**config.mk**
```make
export PLATFORM = sky130hd
export DESIGN_NAME = dbg_bus_master_flat
export DESIGN_NICKNAME = d
export VERILOG_FILES = /design/src/rtl/dbg_bus_master_if.sv /design/src/rtl/dbg_bus_master.sv /design/src/flat_wrapper.sv
export SDC_FILE = /design/constraint.sdc
export NUM_CORES = 1
export LEC_CHECK = 0
export CORE_ASPECT_RATIO = 1.75
export CORE_MARGIN = 2
export CORE_UTILIZATION = 25
export DETAILED_ROUTE_END_ITERATION = 10
export GPL_TIMING_DRIVEN = 1
export SKIP_CTS_REPAIR_TIMING = 1
export SLEW_MARGIN = 20
export SYNTH_ARGS = -nofsm -noshare
export SYNTH_HDL_FRONTEND = slang
export SYNTH_SLANG_ARGS = --single-unit
export TNS_END_PERCENT = 10
```
**constraint.sdc**
```tcl
create_clock -name clk -period 2.61 [get_ports clk]
set_clock_uncertainty 0.1 [all_clocks]
set_input_delay 0.522 -clock clk [delete_from_list [all_inputs] [get_ports clk]]
set_output_delay 0.522 -clock clk [all_outputs]
set_load 0.005 [all_outputs]
```
**src/rtl/dbg_bus_master_if.sv**
```systemverilog
// Signal bundle for dbg_bus_master: byte-stream command/response channels
// plus the peripheral write/read port.
interface dbg_bus_master_if;
   logic [7:0]  rx_data_i;
   logic        rx_valid_i;
   logic        rx_ready_o;
   logic [7:0]  tx_data_o;
   logic        tx_valid_o;
   logic        tx_ready_i;
   logic        wr_en_o;
   logic [31:0] addr_o;
   logic [31:0] data_o;
   logic [31:0] data_i;
   logic        busy_o;

   modport master (
      input  rx_data_i, rx_valid_i, tx_ready_i, data_i,
      output rx_ready_o, tx_data_o, tx_valid_o, wr_en_o, addr_o, data_o, busy_o
   );

   modport slave (
      output rx_data_i, rx_valid_i, tx_ready_i, data_i,
      input  rx_ready_o, tx_data_o, tx_valid_o, wr_en_o, addr_o, data_o, busy_o
   );
endinterface

```
**src/rtl/dbg_bus_master.sv**
```systemverilog
// Byte-stream debug bus initiator: 'W' addr[4] data[4] writes, 'R' addr[4] reads,
// with a 1- or 4-byte response stream and an inter-byte timeout.
module dbg_bus_master #(
   parameter int unsigned TIMEOUT_CYCLES = 1000000
) (
   input  logic             clk,
   input  logic             rst_n,
   dbg_bus_master_if.master bus
);
   typedef enum logic [2:0] {IDLE, ADDR, DATA, WRITE, READ, RESP} state_t;

   localparam bit          TMO_EN   = (TIMEOUT_CYCLES != 0);
   localparam logic [31:0] TMO_LAST = TMO_EN ? 32'(TIMEOUT_CYCLES - 1) : 32'd0;

   state_t      state_reg, state_next;
   logic        is_write_reg, is_write_next;
   logic [1:0]  byte_cnt_reg, byte_cnt_next;
   logic [31:0] addr_reg, addr_next;
   logic [31:0] data_reg, data_next;
   logic [31:0] resp_reg, resp_next;
   logic [2:0]  resp_cnt_reg, resp_cnt_next;
   logic [31:0] tmo_cnt_reg, tmo_cnt_next;

   logic rx_fire;
   logic tx_fire;
   logic tmo_hit;

   // All outputs decode directly from async-reset registers, so reset takes effect without a clock.
   assign bus.rx_ready_o = (state_reg == IDLE) || (state_reg == ADDR) || (state_reg == DATA);
   assign bus.tx_valid_o = (state_reg == RESP);
   assign bus.tx_data_o  = resp_reg[31:24];
   assign bus.wr_en_o    = (state_reg == WRITE);
   assign bus.addr_o     = addr_reg;
   assign bus.data_o     = data_reg;
   assign bus.busy_o     = (state_reg != IDLE);

   assign rx_fire = bus.rx_valid_i && bus.rx_ready_o;
   assign tx_fire = bus.tx_valid_o && bus.tx_ready_i;
   assign tmo_hit = TMO_EN && (tmo_cnt_reg == TMO_LAST);

   always_ff @(posedge clk or negedge rst_n) begin
      if (!rst_n) begin
         state_reg    <= IDLE;
         is_write_reg <= 1'b0;
         byte_cnt_reg <= '0;
         addr_reg     <= '0;
         data_reg     <= '0;
         resp_reg     <= '0;
         resp_cnt_reg <= '0;
         tmo_cnt_reg  <= '0;
      end else begin
         state_reg    <= state_next;
         is_write_reg <= is_write_next;
         byte_cnt_reg <= byte_cnt_next;
         addr_reg     <= addr_next;
         data_reg     <= data_next;
         resp_reg     <= resp_next;
         resp_cnt_reg <= resp_cnt_next;
         tmo_cnt_reg  <= tmo_cnt_next;
      end
   end

   always_comb begin
      state_next    = state_reg;
      is_write_next = is_write_reg;
      byte_cnt_next = byte_cnt_reg;
      addr_next     = addr_reg;
      data_next     = data_reg;
      resp_next     = resp_reg;
      resp_cnt_next = resp_cnt_reg;
      tmo_cnt_next  = tmo_cnt_reg;

      case (state_reg)
         IDLE: begin
            byte_cnt_next = '0;
            tmo_cnt_next  = '0;
            if (rx_fire) begin
               if (bus.rx_data_i == 8'h57) begin
                  is_write_next = 1'b1;
                  state_next    = ADDR;
               end else if (bus.rx_data_i == 8'h52) begin
                  is_write_next = 1'b0;
                  state_next    = ADDR;
               end else begin
                  resp_next     = {8'h45, 24'h0};
                  resp_cnt_next = 3'd1;
                  state_next    = RESP;
               end
            end
         end
         ADDR: begin
            if (rx_fire) begin
               tmo_cnt_next  = '0;
               addr_next     = {addr_reg[23:0], bus.rx_data_i};
               byte_cnt_next = byte_cnt_reg + 2'd1;
               if (byte_cnt_reg == 2'd3) begin
                  byte_cnt_next = '0;
                  state_next    = is_write_reg ? DATA : READ;
               end
            end else if (tmo_hit) begin
               tmo_cnt_next = '0;
               state_next   = IDLE;
            end else begin
               tmo_cnt_next = tmo_cnt_reg + 32'd1;
            end
         end
         DATA: begin
            if (rx_fire) begin
               tmo_cnt_next  = '0;
               data_next     = {data_reg[23:0], bus.rx_data_i};
               byte_cnt_next = byte_cnt_reg + 2'd1;
               if (byte_cnt_reg == 2'd3) begin
                  byte_cnt_next = '0;
                  state_next    = WRITE;
               end
            end else if (tmo_hit) begin
               tmo_cnt_next = '0;
               state_next   = IDLE;
            end else begin
               tmo_cnt_next = tmo_cnt_reg + 32'd1;
            end
         end
         WRITE: begin
            resp_next     = {8'h4B, 24'h0};
            resp_cnt_next = 3'd1;
            state_next    = RESP;
         end
         READ: begin
            resp_next     = bus.data_i;
            resp_cnt_next = 3'd4;
            state_next    = RESP;
         end
         RESP: begin
            if (tx_fire) begin
               resp_next     = {resp_reg[23:0], 8'h00};
               resp_cnt_next = resp_cnt_reg - 3'd1;
               if (resp_cnt_reg == 3'd1) begin
                  state_next = IDLE;
               end
            end
         end
         default: state_next = IDLE;
      endcase
   end
endmodule

```
**src/flat_wrapper.sv**
```systemverilog
// flat-port wrapper written by rule: the top's interface ports become plain ports
module dbg_bus_master_flat 
#(
   parameter int unsigned TIMEOUT_CYCLES = 1000000
)
  (clk, rst_n, bus_rx_data_i, bus_rx_valid_i, bus_tx_ready_i, bus_data_i, bus_rx_ready_o, bus_tx_data_o, bus_tx_valid_o, bus_wr_en_o, bus_addr_o, bus_data_o, bus_busy_o);
  dbg_bus_master_if bus_i ();
  input  logic clk;
  input  logic rst_n;
  input wire logic [$bits(bus_i.rx_data_i)-1:0] bus_rx_data_i;
  input wire logic [$bits(bus_i.rx_valid_i)-1:0] bus_rx_valid_i;
  input wire logic [$bits(bus_i.tx_ready_i)-1:0] bus_tx_ready_i;
  input wire logic [$bits(bus_i.data_i)-1:0] bus_data_i;
  output wire logic [$bits(bus_i.rx_ready_o)-1:0] bus_rx_ready_o;
  output wire logic [$bits(bus_i.tx_data_o)-1:0] bus_tx_data_o;
  output wire logic [$bits(bus_i.tx_valid_o)-1:0] bus_tx_valid_o;
  output wire logic [$bits(bus_i.wr_en_o)-1:0] bus_wr_en_o;
  output wire logic [$bits(bus_i.addr_o)-1:0] bus_addr_o;
  output wire logic [$bits(bus_i.data_o)-1:0] bus_data_o;
  output wire logic [$bits(bus_i.busy_o)-1:0] bus_busy_o;
  assign bus_i.rx_data_i = bus_rx_data_i;
  assign bus_i.rx_valid_i = bus_rx_valid_i;
  assign bus_i.tx_ready_i = bus_tx_ready_i;
  assign bus_i.data_i = bus_data_i;
  assign bus_rx_ready_o = bus_i.rx_ready_o;
  assign bus_tx_data_o = bus_i.tx_data_o;
  assign bus_tx_valid_o = bus_i.tx_valid_o;
  assign bus_wr_en_o = bus_i.wr_en_o;
  assign bus_addr_o = bus_i.addr_o;
  assign bus_data_o = bus_i.data_o;
  assign bus_busy_o = bus_i.busy_o;
  dbg_bus_master #(.TIMEOUT_CYCLES(TIMEOUT_CYCLES)) u_core (.clk(clk), .rst_n(rst_n), .bus(bus_i));
endmodule
```
Word-level counts from Yosys, hierarchy flattened
Index checks and enable logic that the tools add are counted.

storage, ports and cells
  register bits after elaboration = 137
  input port bits = 44
  output and inout bits = 76

cells by class
  $add $sub $neg = 3
  equal/unequal tests = 18
  muxes and demuxes = 30
  reduce and logical (&&, ||, !) cells = 17

operator list
  operator                                         number
  2-to-1 mux 32 bit                                6
  one-hot mux 32 bit (4 select lines)              1
  one-hot mux 32 bit (2 select lines)              1
  2-to-1 mux 3 bit                                 15
  adder 32 x 1 -> 32 bit, second input constant    1
  == test 32 x 20 -> 1 bit, second input constant  1
  == test 8 x 7 -> 1 bit, second input constant    2
  one-hot mux 3 bit (5 select lines)               1
  one-hot mux 3 bit (4 select lines)               1
  AND reduction 5 bit                              2
  != test 2 bit, second input constant             4
  == test 3 x 1 -> 1 bit, second input constant    2
  == test 3 x 2 -> 1 bit, second input constant    2
  == test 3 bit, second input constant             2
  != test 3 bit, second input constant             2
  AND reduction 2 bit                              3
  2-to-1 mux 2 bit                                 2
  != test 2 x 1 -> 1 bit, second input constant    2
  one-hot mux 2 bit (2 select lines)               1
  nonzero test 2 bit                               2
  nonzero test 4 bit                               1
  OR reduction 2 bit                               2
  zero test 3 bit                                  1
  AND reduction 3 bit                              1
  7 further kinds                                  10

Longest topological paths before layout
Gate-level depths: netlist (run 1).

  depth in word-level cells = 6
  gate-level depth with buffers = 9

Worst setup path before layout (run 1)
Ideal clock, no wire load.

  path kind = input to register
  from = input bus_rx_data_i[7]
  to = register u_core.resp_reg[25]
  library setup time = 0.128 ns
  arrival time = 1.895 ns
  data required time = 2.382 ns
  path slack = 0.488 ns
  stages = 5
  path buffers = 1
  path through = nand4bb_1 o41a_1 a21oi_1 buf_2 mux2_1

on the way
  longest elaborated chain between the ends = 3
  elaborated cells between the ends (all ways) = 5

ends and longest elaborated chain
  item                                       RTL line                                    text
  start, declared                            flat_wrapper.sv:10                          input wire logic [$bits(bus_i.rx_data_i)-1:0] bus_rx_data_i;
  == test 8 x 7 -> 1 bit (on tied branches)  dbg_bus_master.sv:78, dbg_bus_master.sv:81
  != test 2 bit (no line)                    -
  AND reduction 5 bit (no line) (*)          -
  end signal, assigned                       dbg_bus_master.sv:57                        resp_reg <= resp_next;
  end, declared                              dbg_bus_master.sv:20                        logic [31:0] resp_reg, resp_next;

Mark *: on every way between the ends. The rest lies on a longest branch, timed or not.
A chain may end at the register's enable or synchronous reset.

Worst setup path after layout (run 1)
  from = register u_core.state_reg[1]
  to = output bus_rx_ready_o

on the way
  longest elaborated chain between the ends = 3
  elaborated cells between the ends (all ways) = 5

ends and longest elaborated chain
  item                                                              RTL line              text
  start, declared                                                   dbg_bus_master.sv:15  state_t state_reg, state_next;
  start signal, assigned                                            dbg_bus_master.sv:52  state_reg <= state_next;
  == test 3 x 1 -> 1 bit / zero test 3 bit (equally long branches)  dbg_bus_master.sv:29  assign bus.rx_ready_o = (state_reg == IDLE) || (state_reg == ADDR) || (state_reg == DATA);
  logical OR 1 bit                                                  dbg_bus_master.sv:29
  logical OR 1 bit (*)                                              dbg_bus_master.sv:29
  end, declared                                                     flat_wrapper.sv:14    output wire logic [$bits(bus_i.rx_ready_o)-1:0] bus_rx_ready_o;

Marked as above.

==> impl_metrics.csv, run 1 <==
group,metric,value,unit
synthesis,ys_async_sr_fraction,100,%
final_layout,finalNonFillerCells,1034,
global_route,grt-ovfl-total,0,
hold_path,hold_class,"reg2reg",
global_route,grt_pass1_wl,25.7,mm
cts,cts_buffer_depth,2,
critical_path,cp-end-kind,"output port",
synthesis,yosys_warnings,0,
final_layout,final_layout_size_suffix_gt1_share,19.1,%
synthesis,yosysSeqAreaShare,53.1,%
critical_path,crit_type,"reg2out",
sta,setup-violations-final,0,
synthesis,syn_inst,565,
floorplan,core,25300,um2
synthesis,synth-edff-count,0,
global_route,grt_start_max_net_pins,56,
synthesis,syn_area,6460,um2
placed_design,post-place-ws,7.22,ps
floorplan,dieArea,27200,um2
critical_path,arrival,1910,ps
final_layout,multi_input_area,2770,um2
cts,cts.sinks,137,
critical_path,start_kind,"flip-flop",
power_and_ir_drop,ir_worst_vdd,472,uV
floorplan,fp-row-count,77,
synthesis,syn_avg_cell_area,11.4,um2
synthesis,ys_ff_latch,137,
routing,wirelength,16.0,mm
placed_design,dp_hpwl,11.7,mm
cts,cts_made_buffers,17,
final_layout,area_delta_synth_final,37.7,%
sta,tightestPinTransition,525,ps
sta,setup_tns,0,ps
routing,ant_nets,0,
synthesis,synth.largest_area_cell,"dfrtp_1",
synthesis,synth_fa_ha_area_share,0.930,%
floorplan,dieHeight,217,um
routing,firstDrtPassIters,4,
placed_design,gp_congestion,0.810,
routing,avgViaCountPerCell,4.63,
synthesis,ys.flop_type,"dfrtp_1",
synthesis,muxShareOfSynthArea,15.3,%
cts,cts_tree,"yes",
sta,period_share,97.0,%
final_layout,nFillCells,2512,
sta,fin_crit,2530,ps
cts,clk-insertion-delay-late,430,ps
routing,vias,4788,
synthesis,synth_top_family_by_area,"multiplexers",
sta,finalHoldViolCount,0,
synthesis,synth.most_common_cell,"dfrtp_1",
synthesis,netlist.area_leader.share,53.1,%
sta,finalWorstSetupSlack,77.7,ps
job,maxCapViolCount,0,
synthesis,syn_nets,613,
sta,max_freq,395,MHz
floorplan,ios,120,
final_layout,ff_latch_area,3430,um2
global_route,grtUsageTotal,12.1,%
floorplan,start_util,25.5,%
sta,rsz0062_at_grt,"no",
critical_path,critPathMaxFanout,8,
floorplan,die_x,125,um
global_route,antenna_found_initial,1,
sta,maxSlewViolCount,0,
synthesis,synthTopCellsByArea,"dfrtp_1, mux2_2, mux2_1",
routing,wl_per_cell,15.5,um
cts,htreeDepth,4,
synthesis,synth_xor_area_share,2.71,%
cts,cts_root_buf,"clkbuf_16",
routing,drt_iter0_markers,277,
sta,slew_headroom,64.8,%
final_layout,nets,753,
global_route,grt_pass1_vias,4762,
status,outcome,"complete, no violations",
synthesis,synth-simple-area-share,14.1,%
synthesis,yosysUniqueCellTypes,54,
placed_design,place_inst,995,
critical_path,cp_data_required_time,1990,ps
routing,route.detailed.drc,0,
final_layout,antenna_cells,0,
placed_design,io_buffers,119,
synthesis,synth-compound-area-share,9.67,%
cts,clk_pin_slew,60,ps
power_and_ir_drop,power_density,1100,nW/um2
power_and_ir_drop,p_leak,0.00383,uW
synthesis,synth_common_cells,"dfrtp_1, nand2_1, mux2_2",
-- final cells by class --
class	count	share of cell area, %
sequential	137	38.6
multi-input combinational	371	31.2
timing repair buffer	161	18.1
clock buffer	22	5.33
tap	316	4.45
clock inverter	10	1.59
inverter	17	0.718
-- critical path: stages (launching register included) --
cell             delay [ps]
dfrtp_2                 450
a21o_4                  270
buf_4                   170
inv_1                    70
clkdlybuf4s50_1         500
-- routing by layer --
metal | GRT usage, % | routed length [um] | vias to the layer above | part of all wire [%]
met5 | 0 | 12 | - | 0.075
met4 | 5.41 | 398 | 2 | 2.5
met3 | 3.21 | 569 | 27 | 3.5
met2 | 22.0 | 8720 | 105 | 54
met1 | 13.0 | 6340 | 2351 | 40
li1 | - | - | 2303 | -
-- power breakdown --
part	internal [uW]	total (uW)	switching, uW
clock	1580	2500	925
combinational	2210	3880	1670
sequential	2860	3370	508
total	6650	9750	3100
-- cells by family after synthesis --
group	Yosys count
AO/OA/AOI/OAI	89
XOR/XNOR	20
AND/OR/NAND/NOR	167
adder cells (fa/ha/maj)	5
flip-flops	137
multiplexers	90
buffers and inverters	57
-- per-stage QoR --
step	instance area (um2)	hold WS (ps)	util (%)	power, uW
final	8890	376	35.1	9750
after global routing	8890	403	35.1	10400
after CTS	8820	-73.1	34.8	9830
after detailed placement	8210	366	32.4	7270
after global placement	8210	358	32.4	7200
after floorplan	6460	126	-	5320
-- cells in the final DEF (no fill, tap or decap), types with 22 or more instances in the layout --
cell type        synthesis  layout
buf_4                    9      33
clkdlybuf4s50_1          0     118
dfrtp_1                137     135
mux2_1                  23      23
mux2_2                  45      45
mux2i_1                 22      22
nand2_1                 51      51
nor2_1                  37      36
o31ai_1                 22      22
-- worst paths after layout --
kind / startpoint / end / slack, ps / cells past startpoint
setup / recovery: u_core.state_reg[1] / bus_rx_ready_o / 80 / 4
hold / removal: u_core.resp_reg[12] / u_core.resp_reg[12] / 380 / 2
setup reg to reg: u_core.tmo_cnt_reg[12] / u_core.tmo_cnt_reg[12] / 390 / 7
hold reg to reg: u_core.resp_reg[12] / u_core.resp_reg[12] / 380 / 2
max in group asynchronous: rst_n / u_core.tmo_cnt_reg[14] / 1240 / 3
min in group asynchronous: rst_n / u_core.tmo_cnt_reg[21] / 490 / 2
No activity file was read; power rests on OpenSTA's default activity.
==> run 2: changes to the inputs <==
GPL_TIMING_DRIVEN = not set   (was 1)
==> results of run 2 <==
No change in the layout: final DEF, timing and power equal those of run 1.
